**src/rtl/multicycle_ctrl.sv**
```systemverilog
// rtl/multicycle_ctrl.sv - multi-cycle FETCH/DECODE/EXEC/MEM/WB control FSM for an RV32I subset core
module multicycle_ctrl #(
    parameter int MEM_TIMEOUT = 64,
    parameter int CNT_WIDTH   = 32
) (
    input  logic                 clk_i,
    input  logic                 rst_i,
    input  logic                 start_i,
    input  logic                 stop_i,
    input  logic [31:0]          Inst_i,
    input  logic                 Zero_i,
    input  logic                 Mem_ack_i,
    output logic                 Mem_req_o,
    output logic                 Mem_we_o,
    output logic                 Mem_addr_sel_o,
    output logic                 IR_we_o,
    output logic                 PC_we_o,
    output logic                 PC_sel_o,
    output logic                 ALUSrc_o,
    output logic [1:0]           ALUOp_o,
    output logic                 RegWrite_o,
    output logic                 WB_sel_o,
    output logic                 Halt_o,
    output logic [1:0]           Err_code_o,
    output logic                 Retire_o,
    output logic [CNT_WIDTH-1:0] Retired_cnt_o
);
    localparam int            TW       = $clog2(MEM_TIMEOUT + 1);
    localparam logic [TW-1:0] TMO_LAST = TW'(MEM_TIMEOUT - 1);

    localparam logic [6:0] OPC_OP_IMM = 7'b0010011;
    localparam logic [6:0] OPC_OP     = 7'b0110011;
    localparam logic [6:0] OPC_LOAD   = 7'b0000011;
    localparam logic [6:0] OPC_STORE  = 7'b0100011;
    localparam logic [6:0] OPC_BRANCH = 7'b1100011;

    typedef enum logic [2:0] {
        S_IDLE, S_FETCH, S_DECODE, S_EXEC, S_MEM, S_WB, S_HALT
    } state_t;

    state_t         state, state_next;
    logic [TW-1:0]  tmo_cnt;
    logic [1:0]     err_q, err_next;
    logic [CNT_WIDTH-1:0] retired_q;

    logic [6:0] opcode;
    logic [2:0] funct3;
    logic       is_op_imm, is_op, is_load, is_store, is_branch, is_legal;
    logic       taken, tmo_hit;
    state_t     retire_next;
    logic       unused_inst;

    assign opcode      = Inst_i[6:0];
    assign funct3      = Inst_i[14:12];
    assign unused_inst = ^{Inst_i[31:15], Inst_i[11:7]};
    assign is_op_imm   = (opcode == OPC_OP_IMM);
    assign is_op       = (opcode == OPC_OP);
    assign is_load     = (opcode == OPC_LOAD);
    assign is_store    = (opcode == OPC_STORE);
    assign is_branch   = (opcode == OPC_BRANCH) && (funct3 == 3'b000 || funct3 == 3'b001);
    assign is_legal    = is_op_imm | is_op | is_load | is_store | is_branch;
    // funct3[0] distinguishes BNE from BEQ
    assign taken       = funct3[0] ? !Zero_i : Zero_i;
    // an ack in the last allowed waiting cycle still wins over the timeout
    assign tmo_hit     = (tmo_cnt == TMO_LAST) && !Mem_ack_i;
    assign retire_next = stop_i ? S_IDLE : S_FETCH;

    always_ff @(posedge clk_i or posedge rst_i) begin
        if (rst_i) begin
            state     <= S_IDLE;
            tmo_cnt   <= '0;
            err_q     <= 2'b00;
            retired_q <= '0;
        end else begin
            state <= state_next;
            err_q <= err_next;
            if ((state == S_FETCH || state == S_MEM) && !Mem_ack_i)
                tmo_cnt <= tmo_cnt + TW'(1);
            else
                tmo_cnt <= '0;
            if (Retire_o)
                retired_q <= retired_q + CNT_WIDTH'(1);
        end
    end

    always_comb begin
        state_next     = state;
        err_next       = err_q;
        Mem_req_o      = 1'b0;
        Mem_we_o       = 1'b0;
        Mem_addr_sel_o = 1'b0;
        IR_we_o        = 1'b0;
        PC_we_o        = 1'b0;
        PC_sel_o       = 1'b0;
        ALUSrc_o       = 1'b0;
        ALUOp_o        = 2'b00;
        RegWrite_o     = 1'b0;
        WB_sel_o       = 1'b0;
        Halt_o         = 1'b0;
        Retire_o       = 1'b0;

        if (state == S_EXEC || state == S_MEM || state == S_WB) begin
            ALUSrc_o = is_op_imm | is_load | is_store;
            if (is_load || is_store)
                ALUOp_o = 2'b00;
            else if (is_branch)
                ALUOp_o = 2'b01;
            else
                ALUOp_o = 2'b10;
        end

        case (state)
            S_IDLE: begin
                if (start_i)
                    state_next = S_FETCH;
            end
            S_FETCH: begin
                Mem_req_o = 1'b1;
                if (Mem_ack_i) begin
                    IR_we_o    = 1'b1;
                    state_next = S_DECODE;
                end else if (tmo_hit) begin
                    state_next = S_HALT;
                    err_next   = 2'b10;
                end
            end
            S_DECODE: begin
                if (is_legal) begin
                    state_next = S_EXEC;
                end else begin
                    state_next = S_HALT;
                    err_next   = 2'b01;
                end
            end
            S_EXEC: begin
                if (is_branch) begin
                    PC_we_o    = 1'b1;
                    PC_sel_o   = taken;
                    Retire_o   = 1'b1;
                    state_next = retire_next;
                end else if (is_op || is_op_imm) begin
                    state_next = S_WB;
                end else if (is_load || is_store) begin
                    state_next = S_MEM;
                end else begin
                    state_next = S_HALT;
                    err_next   = 2'b01;
                end
            end
            S_MEM: begin
                Mem_req_o      = 1'b1;
                Mem_addr_sel_o = 1'b1;
                Mem_we_o       = is_store;
                if (Mem_ack_i) begin
                    if (is_store) begin
                        PC_we_o    = 1'b1;
                        Retire_o   = 1'b1;
                        state_next = retire_next;
                    end else begin
                        state_next = S_WB;
                    end
                end else if (tmo_hit) begin
                    state_next = S_HALT;
                    err_next   = 2'b10;
                end
            end
            S_WB: begin
                RegWrite_o = 1'b1;
                WB_sel_o   = is_load;
                PC_we_o    = 1'b1;
                Retire_o   = 1'b1;
                state_next = retire_next;
            end
            S_HALT: begin
                Halt_o = 1'b1;
            end
            default: begin
                state_next = S_IDLE;
            end
        endcase
    end

    assign Err_code_o    = err_q;
    assign Retired_cnt_o = retired_q;
endmodule

```
**config.mk**
```make
export PLATFORM = sky130hd
export DESIGN_NAME = multicycle_ctrl
export DESIGN_NICKNAME = d
export VERILOG_FILES = /design/src/rtl/multicycle_ctrl.sv
export SDC_FILE = /design/constraint.sdc
export NUM_CORES = 1
export LEC_CHECK = 0
export CAP_MARGIN = 15
export CORE_MARGIN = 5
export CORE_UTILIZATION = 41
export CTS_BUF_LIST = sky130_fd_sc_hd__clkbuf_8
export DETAILED_ROUTE_END_ITERATION = 7
export HOLD_SLACK_MARGIN = 0.03
export PLACE_DENSITY_LB_ADDON = 0.25
export SLEW_MARGIN = 20
export SYNTH_ARGS = -nofsm -noshare
export SYNTH_HDL_FRONTEND = slang
export SYNTH_SLANG_ARGS = --single-unit
export TNS_END_PERCENT = 100
```
**constraint.sdc**
```tcl
create_clock -name clk_i -period 1.75 [get_ports clk_i]
set_input_delay 0.2625 -clock clk_i [delete_from_list [all_inputs] [get_ports clk_i]]
set_output_delay 0.2625 -clock clk_i [all_outputs]
set_load 0.02 [all_outputs]
```
# Yosys cells after proc, flatten, opt, wreduce, memory -nomap -nowiden
# Index checks and enable logic that the tools add are counted.
# totals
regBits	44
inputBits	38
wordCells	88
# classes
addsub	2
n_eq_ne	20
mux	38
bitwise_logic	7
reduce_logical	17
# op_table
op	count
$add A32 B1 Y32 const B	1
$mux W2	11
$eq A7 B6 Y1 const B	3
$mux W3	7
$pmux W3 S7	1
$mux W1	16
$ne A2 B2 Y1 const B	6
$eq A3 B3 Y1 const B	3
$add A7 B1 Y7 const B	1
$eq A7 B2 Y1 const B	1
$eq A7 B5 Y1 const B	1
$eq A7 B7 Y1 const B	1
$mux W7	1
$reduce_and A7 Y1	1
$eq A3 B1 Y1 const B	2
$eq A3 B2 Y1 const B	2
$logic_not A3 Y1	2
$logic_or A1 B1 Y1	6
$or A1 B1 Y1	6
$pmux W2 S3	1
$logic_and A1 B1 Y1	3
$pmux W1 S3	1
$reduce_bool A3 Y1	1
$logic_not A1 Y1	2
other kinds (4)	4

# Longest topological paths before layout
# Gate-level depths: netlist (run 1).
# logic_depth
word_depth	7
depth_mapped	6

# Worst setup path after synthesis (run 1)
# No wires, ideal clock.
# synth_timing
path_kind	register -> register
start	reg retired_q[6], in the netlist Retired_cnt_o[6]
end	reg retired_q[26], in the netlist Retired_cnt_o[26]
setup_time_ps	80
t_arrival_ps	1704
required_ps	1670
path_slack_ps	-33
path_stages_with_launch	6
period_less_slack_ps	1783
path_cell_list	dfrtp_1 nand4_2 nor4_4 nand3_2 nor4b_4 xor2_1
# synth_via
elab_chain_len	1
# synth_lines
element	line_no	rtl
start, declared	44	logic [CNT_WIDTH-1:0] retired_q;
start signal, assigned	82	retired_q <= retired_q + CNT_WIDTH'(1);
$add A32 B1 Y32	82	
# No other way between the ends.
# A chain may end at the register's enable or synchronous reset.

# Worst setup path in the final report (run 1)
# layout_timing
start	reg state[2]
end	out ALUSrc_o
# layout_via
elab_chain_len	4
elab_cells_between_ends	6
classes_between	eq/ne: 3; mux: 1; reduce/logical: 2
# layout_lines
element	line_no	rtl
start, declared	41	state_t state, state_next;
start signal, assigned	75	state <= state_next;
$eq A3 B2 Y1 / $eq A3 B3 Y1 (equally long branches)	102	if (state == S_EXEC || state == S_MEM || state == S_WB) begin
$logic_or A1 B1 Y1	102	
$logic_or A1 B1 Y1 *	102	
$mux W1 *	102	
end, declared	19	output logic ALUSrc_o,
# Every way passes the cells marked *; elsewhere a longest branch is shown, timed or not.

==> results of run 1 <==
-- power by group through the flow --
stage	clock network, µW	logic [µW]	registers [µW]
finish	829	108	1020
global route	892	119	1020
global placement	0	105	1040
detailed placement	0	106	1040
CTS	845	105	1020
floorplan	0	33.7	1040
-- logic make-up after synthesis --
logic type | Yosys count | synth area share, %
and+or+nand+nor | 98 | 25.8
DFF | 44 | 47.8
xor gates and xnor gates | 37 | 14.1
AOI/OAI and AO/OA | 27 | 8.42
buffers and inverters | 12 | 2.28
adders and majority gates | 2 | 1.09
muxes | 1 | 0.489
-- cells in the mapped netlist (all sizes together) (2+ instances only) --
cell type  count
a21o           2
a21oi          7
and3           6
buf            4
dfrtp         44
ha             2
inv            7
nand2         20
nand3         14
nand3b         2
nand4         14
nand4bb        2
nor2          21
nor3           6
nor3b          2
nor4           2
nor4b          2
o21a           2
o21ai          5
xnor2         23
xor2          14
-- final cells by class --
type                            count  area [µm²]  share of cell area (%)
Multi-Input combinational cell    165        1290                    35.6
Sequential cell                    44        1100                    30.3
Timing Repair Buffer              114        1000                    27.6
Tap cell                           72        90.1                    2.48
Clock buffer                        6        82.6                    2.27
Clock inverter                      2        38.8                    1.07
Inverter                            7        26.3                   0.722
-- sequential cells by signal, indices dropped and copies added (netlist names) --
register,count
Err_code_o,2
Retired_cnt_o,32
tmo_cnt,7
state,3
-- layout by cell type, fill, tap and decap left out, drive strengths merged, types with 4 or more instances in the layout --
master,Yosys,final
nor2,21,21
nand2,20,20
nor3,6,6
clkdlybuf4s50,0,37
dlymetal6s2s,0,4
clkbuf,1,10
a21oi,7,7
nand4,14,14
dfrtp,44,44
buf,4,61
inv,7,6
nand3,14,14
dlygate4sd2,0,8
xnor2,23,23
o21ai,5,5
and3,6,6
xor2,14,14
-- repair_timing --
item / 4_1_cts / 5_1_grt
setup endpoints to repair: 41 / 38
pin swaps: 5 / 11
endpoints found under the hold margin: 0 / 0
gates resized for setup: 65 / 40
hold buffers: 0 / 0
setup buffers: 2 / 4
-- metrics by stage --
step	hold WS (ns)	utilization (%)	instances	total power, µW
after global placement	0.441	61.2	396	1140
final	0.319	66.5	410	1950
after CTS	0.324	64.0	406	1970
after floorplan	0.425	-	221	1070
after detailed placement	0.453	61.2	396	1140
after global routing	0.334	66.5	410	2030
-- final timing paths --
path	end	startpoint
max	ALUSrc_o	state[2]
min	Retired_cnt_o[14]	rst_i
max reg2reg	Retired_cnt_o[26]	state[1]
min reg2reg	tmo_cnt[0]	tmo_cnt[0]
max in group asynchronous	Retired_cnt_o[6]	rst_i
min in group clk_i	tmo_cnt[0]	tmo_cnt[0]
-- worst reg2reg max path: cells and delay by family, from the launching register on --
family | cells | cell delay [ns]
buf+inv | 1 | 0.14
flops | 1 | 0.42
compound gates | 2 | 0.51
simple gates | 2 | 0.45
xor+xnor | 1 | 0.16
-- routing by layer --
layer	track usage, %	part of all wire, %
met5	0	0
met4	6.62	2.6
met1	22.8	45
met3	4.08	4.0
met2	27.6	49
==> run_results.csv, run 1 <==
group,metric,value,unit
outcome,outcome,"complete, but fails checks",
outcome,violations,"setup timing",
routing,wl_per_cell,14.8,µm
flow_run,cap_viol_max_count,0,
place,port_buffers,62,
timing,hold_violations,0,
floorplan,rows,27,
floorplan,die_h,84.9,µm
worst_setup_path,path_buf_inv,2,
clock_tree,cts_sinks,44,
pwr,p_sw,417,µW
floorplan,start_util,42.1,%
timing,final_max_slew_viol_count,0,
finish,area_delta_synth_final,58.0,%
synth,synth_top_cell_area_share,47.8,%
pwr,p_leak,0.00162,µW
timing,max_freq,559,MHz
pwr,max-vdd-ir-drop,0.529,mV
synth,syn_inst,221,
finish,num_antenna_cells,0,
timing,layout_setup_ws,-0.0384,ns
clock_tree,clkSlewWorstSetupHoldPaths,0.08,ns
routing,drc,0,
floorplan,core_area,5470,µm²
worst_setup_path,cp_top_family,"flip-flops",
clock_tree,root_buffer,"clkbuf_8",
timing,skew,0.00606,ns
clock_tree,clock_latency,0.30,ns
worst_setup_path,cp_data_required_time,1.49,ns
global_route,grt_max_degree,45,
finish,fin_nets,377,
pwr,pwr-share-comb,5.5,%
place,routabilityCongestion,0.792,
worst_setup_path,crit_path_end_kind,"output pin",
pwr,clkPwrFrac,42.4,%
clock_tree,cts_tree,"done",
worst_setup_path,cp_cell_sequence,"and3b_2 > buf_6 > a21oi_4 > a211oi_2 > buf_4",
synth,synth-main-ff-cell,"dfrtp_1",
worst_setup_path,critPathKind,"flop to output pin",
worst_setup_path,path_depth,5,
pwr,intPower,1540,µW
synth,syn-cell-area,2300,µm²
worst_setup_path,reg2reg_slack,0.02,ns
floorplan,fp.dieArea,7210,µm²
worst_setup_path,r2r_cells,6,
floorplan,ios,85,
synth,synth_edf_count,0,
pwr,p_per_area,537,nW/µm²
global_route,grt_pass1_wl,10200,µm
worst_setup_path,cp_max_fo,4,
worst_setup_path,slowest_stage,"dfrtp_2",
timing,rsz0062_at_grt,"true",
worst_setup_path,startpoint_type,"flop",
timing,period_minus_slack,1.79,ns
worst_setup_path,arrival,1.53,ns
finish,drive_above_1_share,32.8,%
finish,design_area,3640,µm²
timing,max_slew_margin,81.3,%
timing,setup_viol,1,
synth,yosysWarnings,0,
synth,ys_async_sr_fraction,100,%
clock_tree,clockBufferDepth,2,
routing,via_count,2081,
global_route,antenna_found_initial,0,
synth,ys_ff_latch,44,
synth,synth_nets,261,
synth,synthTopCellsByArea,"dfrtp_1, xnor2_1, xor2_1, nor2_1, nand2_1",
place,dp_slack,-0.684,ns
routing,dr.pass1.iters,4,
routing,drt_iter0_markers,54,
timing,tightest_slew,0.279,ns
global_route,grt_pass1_vias,2212,
routing,via_per_inst,5.08,
timing,timing.final.crit_share,102,%
routing,ant_nets,0,
place,placed_area,3350,µm²
clock_tree,h-tree-depth,2,
synth,synth_largest_area_cell,"dfrtp_1",
timing,tns,-0.0384,ns
place,dp_hpwl,4360,µm
global_route,overflow,0,
synth,synth_area_per_cell,10.4,µm²
routing,drt_wl_total,6050,µm
synth,synth_cell_types,49,
synth,yosysSeqAreaShare,47.8,%
clock_tree,numCtsBuffers,5,
floorplan,die_w,84.9,µm
worst_setup_path,slowest_delay,0.44,ns
pwr,switching_share,21.3,%
global_route,grt_util_all_layers,17.3,%
finish,fillers,451,
pwr,p_seq_share,52.0,%
worst_hold_path,hold_path.class,"primary input to asynchronous set/reset pin",
No activity file was read; power rests on OpenSTA's default activity.
==> run 2, diff against run 1 <==
Settings changed: CORE_MARGIN 5 to 3.
==> run 2 against run 1 <==
  * The flow now finishes without violations
  * Cell area down 1.2%
  * Maximum frequency up 4.1%
  * Die area down 9.2%
  * Via count down 4.7%
  * Worst setup slack better by 0.070 ns
  * Combinational power about the same
==> run_results.csv, run 2 (same netlist as run 1, synthesis figures left out) <==
group,metric,value,unit
outcome,outcome,"finished clean",
floorplan,fp.dieArea,6550,µm²
floorplan,rows,26,
finish,drive_above_1_share,30.2,%
timing,tns,0,ns
timing,skew,0.00970,ns
routing,dr.pass1.iters,4,
global_route,grt_pass1_vias,1988,
clock_tree,h-tree-depth,2,
global_route,overflow,0,
place,dp_hpwl,4060,µm
finish,num_antenna_cells,0,
worst_setup_path,startpoint_type,"flop",
clock_tree,root_buffer,"clkbuf_8",
timing,whs,0.307,ns
worst_setup_path,crit_path_end_kind,"output pin",
global_route,grt_pass1_wl,9230,µm
routing,ant_nets,0,
worst_setup_path,r2r-end,"Retired_cnt_o[26]",
timing,setup_viol,0,
floorplan,ios,85,
clock_tree,cts_tree,"done",
routing,drt_iter0_markers,76,
worst_setup_path,cp_max_fo,4,
timing,final_max_slew_viol_count,0,
clock_tree,clockBufferDepth,2,
floorplan,start_util,43.7,%
worst_setup_path,cp-startpoint,"state[1]",
worst_setup_path,arrival,1.46,ns
finish,final_common_cell,"dfrtp_1",
timing,timing.final.crit_share,98.2,%
worst_setup_path,r2r-start,"state[1]",
routing,via_count,1983,
pwr,p_leak,0.00153,µW
global_route,grt_max_degree,45,
flow_run,cap_viol_max_count,0,
timing,max_slew_margin,78.2,%
floorplan,core_area,5270,µm²
floorplan,die_h,80.9,µm
timing,layout_setup_ws,0.0316,ns
pwr,p_per_area,522,nW/µm²
place,placed_area,3290,µm²
worst_setup_path,r2r_cells,6,
timing,hold_violations,0,
place,port_buffers,62,
finish,fin_nets,370,
timing,tightest_slew,0.325,ns
finish,largest_reg_flops,32,
timing,max_freq,582,MHz
routing,drc,0,
routing,via_per_inst,4.95,
routing,wl_per_cell,13.9,µm
worst_hold_path,hold_path.class,"primary input to asynchronous set/reset pin",
timing,period_minus_slack,1.72,ns
finish,design_area,3590,µm²
place,routabilityCongestion,0.793,
worst_setup_path,critPathKind,"flop to output pin",
worst_setup_path,cp_data_required_time,1.49,ns
timing,rsz0062_at_grt,"true",
worst_setup_path,reg2reg_slack,0.04,ns
clock_tree,cts_sinks,44,
floorplan,die_w,80.9,µm
finish,layout_common_cells,"dfrtp_1, clkdlybuf4s50_1, buf_4, xnor2_1, nor2_1",
clock_tree,numCtsBuffers,5,
worst_setup_path,endpoint,"ALUOp_o[0]",
place,dp_slack,-0.596,ns
global_route,antenna_found_initial,0,
clock_tree,clkSlewWorstSetupHoldPaths,0.08,ns
global_route,grt_util_all_layers,17.7,%
routing,drt_wl_total,5570,µm
pwr,max-vdd-ir-drop,0.423,mV
clock_tree,clock_latency,0.30,ns
finish,area_delta_synth_final,56.0,%
[run 2: how the worst min path moves through the flow]
stage	slack [ns]	depth (start not counted)	from	to
final	0.31	3	rst_i	Retired_cnt_o[26]
after global routing	0.33	3	rst_i	Retired_cnt_o[26]
after CTS	0.31	3	rst_i	Retired_cnt_o[26]
after detailed placement	0.45	1	tmo_cnt[0]	tmo_cnt[0]
after global placement	0.44	1	tmo_cnt[0]	tmo_cnt[0]
after floorplan	0.43	1	tmo_cnt[0]	tmo_cnt[0]
[run 2: where the power goes]
group	leakage (µW)	internal, µW	switching (µW)
Sequential	0.000553	1020	0.603
Clock	0.0000593	418	334
Combinational	0.000917	53.6	51.7
Total	0.00153	1490	386
[run 2: area by class of cell]
cell class / count / area [µm²]
Clock inverter: 3 / 38.8
Multi-Input combinational cell: 165 / 1310
Tap cell: 70 / 87.6
Inverter: 7 / 26.3
Clock buffer: 5 / 68.8
Fill cell: 423 / 1680
Timing Repair Buffer: 107 / 956
Sequential cell: 44 / 1100
[run 2: repair_timing]
| action | CTS | global route |
|---|---|---|
| hold buffers | 0 | 0 |
| endpoints found under the setup margin | 40 | 30 |
| setup buffers | 2 | 7 |
| pin swaps | 11 | 14 |
| resized for setup | 66 | 33 |
[run 2: metrics by stage]
step	utilization, %	instances	total power [µW]
5_1_grt	68.2	401	1950
3_3_place_gp	62.3	384	1140
2_1_floorplan	-	221	1070
3_5_place_dp	62.3	384	1140
4_1_cts	65.0	394	1890
6_report	68.2	401	1870
[run 2: routing by layer]
layer	wire (µm)	vias up	part of all wire [%]	global-route usage, %
li1	-	1003	-	-
met1	2570	934	46	24.0
met2	2690	39	48	28.4
met3	272	7	4.9	4.66
met4	39	0	0.70	3.72
met5	0	-	0	0
[run 2: worst max-delay path, stage by stage (launching register included)]
cell	delay, ns
dfrtp_1	0.41
and3b_2	0.26
a21oi_4	0.16
nor2_1	0.05
clkdlybuf4s15_1	0.28
==> run 3, diff against run 2 <==
Settings changed: ABC_CLOCK_PERIOD_IN_PS set to 1980, CORE_UTILIZATION 41 to 48, CTS_BUF_LIST sky130_fd_sc_hd__clkbuf_8 to sky130_fd_sc_hd__clkbuf_16.
Clock period 1.75 ns to 1.98 ns, I/O delays scaled along.
==> run 3 against run 2 <==
  * Routed wire length increased by 0.50%
  * Core utilization increased by 5.8 points
  * Combinational power decreased by 11%
  * Critical path type is now primary input to flop
  * Global-route usage increased by 3.4 points
  * Sequential share of layout area increased by 2.3 points
  * First-iteration DRC count increased by 34%
==> run_results.csv, run 3 (same netlist as run 1, synthesis figures left out) <==
group,metric,value,unit
place,routabilityCongestion,0.887,
timing,rsz0062_at_grt,"true",
routing,ant_nets,0,
routing,wl_per_cell,15.4,µm
floorplan,rows,24,
finish,num_antenna_cells,0,
finish,fillers,333,
clock_tree,cts_tree,"done",
timing,period_minus_slack,1.94,ns
timing,hold_violations,0,
worst_setup_path,cp-startpoint,"Inst_i[3]",
finish,design_area,3330,µm²
timing,max_freq,517,MHz
global_route,antenna_found_initial,0,
timing,skew,0.00572,ns
routing,dr.pass1.iters,4,
routing,drt_iter0_markers,102,
finish,final_common_cell,"clkdlybuf4s50_1",
worst_setup_path,r2r-start,"Retired_cnt_o[7]",
global_route,grt_pass1_vias,2042,
global_route,grt_max_degree,31,
clock_tree,clockBufferDepth,2,
floorplan,fp.dieArea,5660,µm²
place,placed_area,3160,µm²
worst_setup_path,arrival,2.14,ns
outcome,outcome,"finished clean",
timing,final_max_slew_viol_count,0,
routing,via_per_inst,5.55,
pwr,p_leak,0.00143,µW
place,dp_slack,-0.476,ns
worst_setup_path,startpoint_type,"primary input",
global_route,grt_util_all_layers,21.0,%
clock_tree,clkSlewWorstSetupHoldPaths,0.06,ns
timing,tns,0,ns
place,dp_hpwl,4030,µm
clock_tree,clock_latency,0.28,ns
floorplan,ios,85,
worst_setup_path,crit_path_end_kind,"flop",
routing,via_count,2019,
worst_setup_path,reg2reg_slack,0.14,ns
timing,timing.final.crit_share,97.7,%
floorplan,start_util,51.1,%
clock_tree,numCtsBuffers,5,
timing,whs,0.373,ns
floorplan,core_area,4500,µm²
floorplan,die_w,75.3,µm
worst_setup_path,cp_max_fo,4,
flow_run,cap_viol_max_count,0,
worst_setup_path,cp_data_required_time,2.18,ns
worst_setup_path,critPathKind,"primary input to flop",
place,port_buffers,62,
global_route,overflow,0,
finish,area_delta_synth_final,44.7,%
finish,largest_reg_flops,32,
pwr,p_per_area,524,nW/µm²
clock_tree,holdBufCountCts,0,
routing,drt_wl_total,5600,µm
clock_tree,cts_sinks,44,
finish,drive_above_1_share,20.8,%
clock_tree,root_buffer,"clkbuf_16",
clock_tree,h-tree-depth,2,
timing,layout_setup_ws,0.0447,ns
pwr,max-vdd-ir-drop,0.460,mV
pwr,p_total,1750,µW
routing,drc,0,
global_route,grt_pass1_wl,9160,µm
finish,fin_nets,352,
timing,setup_viol,0,
timing,max_slew_margin,75.2,%
worst_setup_path,r2r_cells,5,
floorplan,die_h,75.3,µm
worst_hold_path,hold_path.class,"primary input to asynchronous set/reset pin",
timing,tightest_slew,0.372,ns
worst_setup_path,r2r-end,"Retired_cnt_o[26]",
finish,layout_common_cells,"clkdlybuf4s50_1, dfrtp_1, buf_4, xnor2_1",
-- run 3: area by class of cell --
type | instances | area [µm²] | share of cell area [%]
clock buffers | 5 | 125 | 3.76
clock inverters | 2 | 8.76 | 0.263
inverters | 7 | 26.3 | 0.789
multi-input cells | 165 | 1200 | 36.2
flip-flops and latches | 44 | 1100 | 33.0
well taps | 52 | 65.1 | 1.95
repair buffers | 89 | 801 | 24.0
-- run 3: critical path, cell delays in order --
cell             delay (ns)
clkdlybuf4s50_1        0.42
and4bb_4               0.41
buf_12                 0.12
nand4_4                0.09
buf_6                  0.15
a21o_4                 0.24
buf_4                  0.16
nor2_2                 0.11
xor2_1                 0.15
-- run 3: timing repair --
action                                  4_1_cts  5_1_grt
resized for setup                            38       19
endpoints found under the setup margin       15       13
setup buffers                                 1        1
pin swaps                                     1        6
-- run 3: per-stage QoR --
stage          instances  util (%)
5_1_grt              364      74.0
2_1_floorplan        221         -
3_5_place_dp         355      70.2
4_1_cts              363      73.1
6_report             364      74.0
3_3_place_gp         355      70.2
-- run 3: how the worst max path moves through the flow --
stage	end	slack, ns
finish	Retired_cnt_o[10]	0.04
floorplan	Mem_we_o	0.16
CTS	ALUOp_o[1]	-0.001
global route	Retired_cnt_o[14]	-0.02
detailed placement	ALUOp_o[0]	-0.48
global placement	ALUOp_o[0]	-0.42
-- run 3: where the power goes --
| group | total [µW] | switching, µW | internal [µW] |
|---|---|---|---|
| Combinational | 93.8 | 44.5 | 49.3 |
| Sequential | 901 | 0.606 | 901 |
| Clock | 752 | 300 | 452 |
-- run 3: routing by layer --
layer	GRT usage, %	part of all wire (%)
met4	5.83	1.3
met3	4.41	3.9
met2	37.0	51
met1	26.2	44
met5	0	0
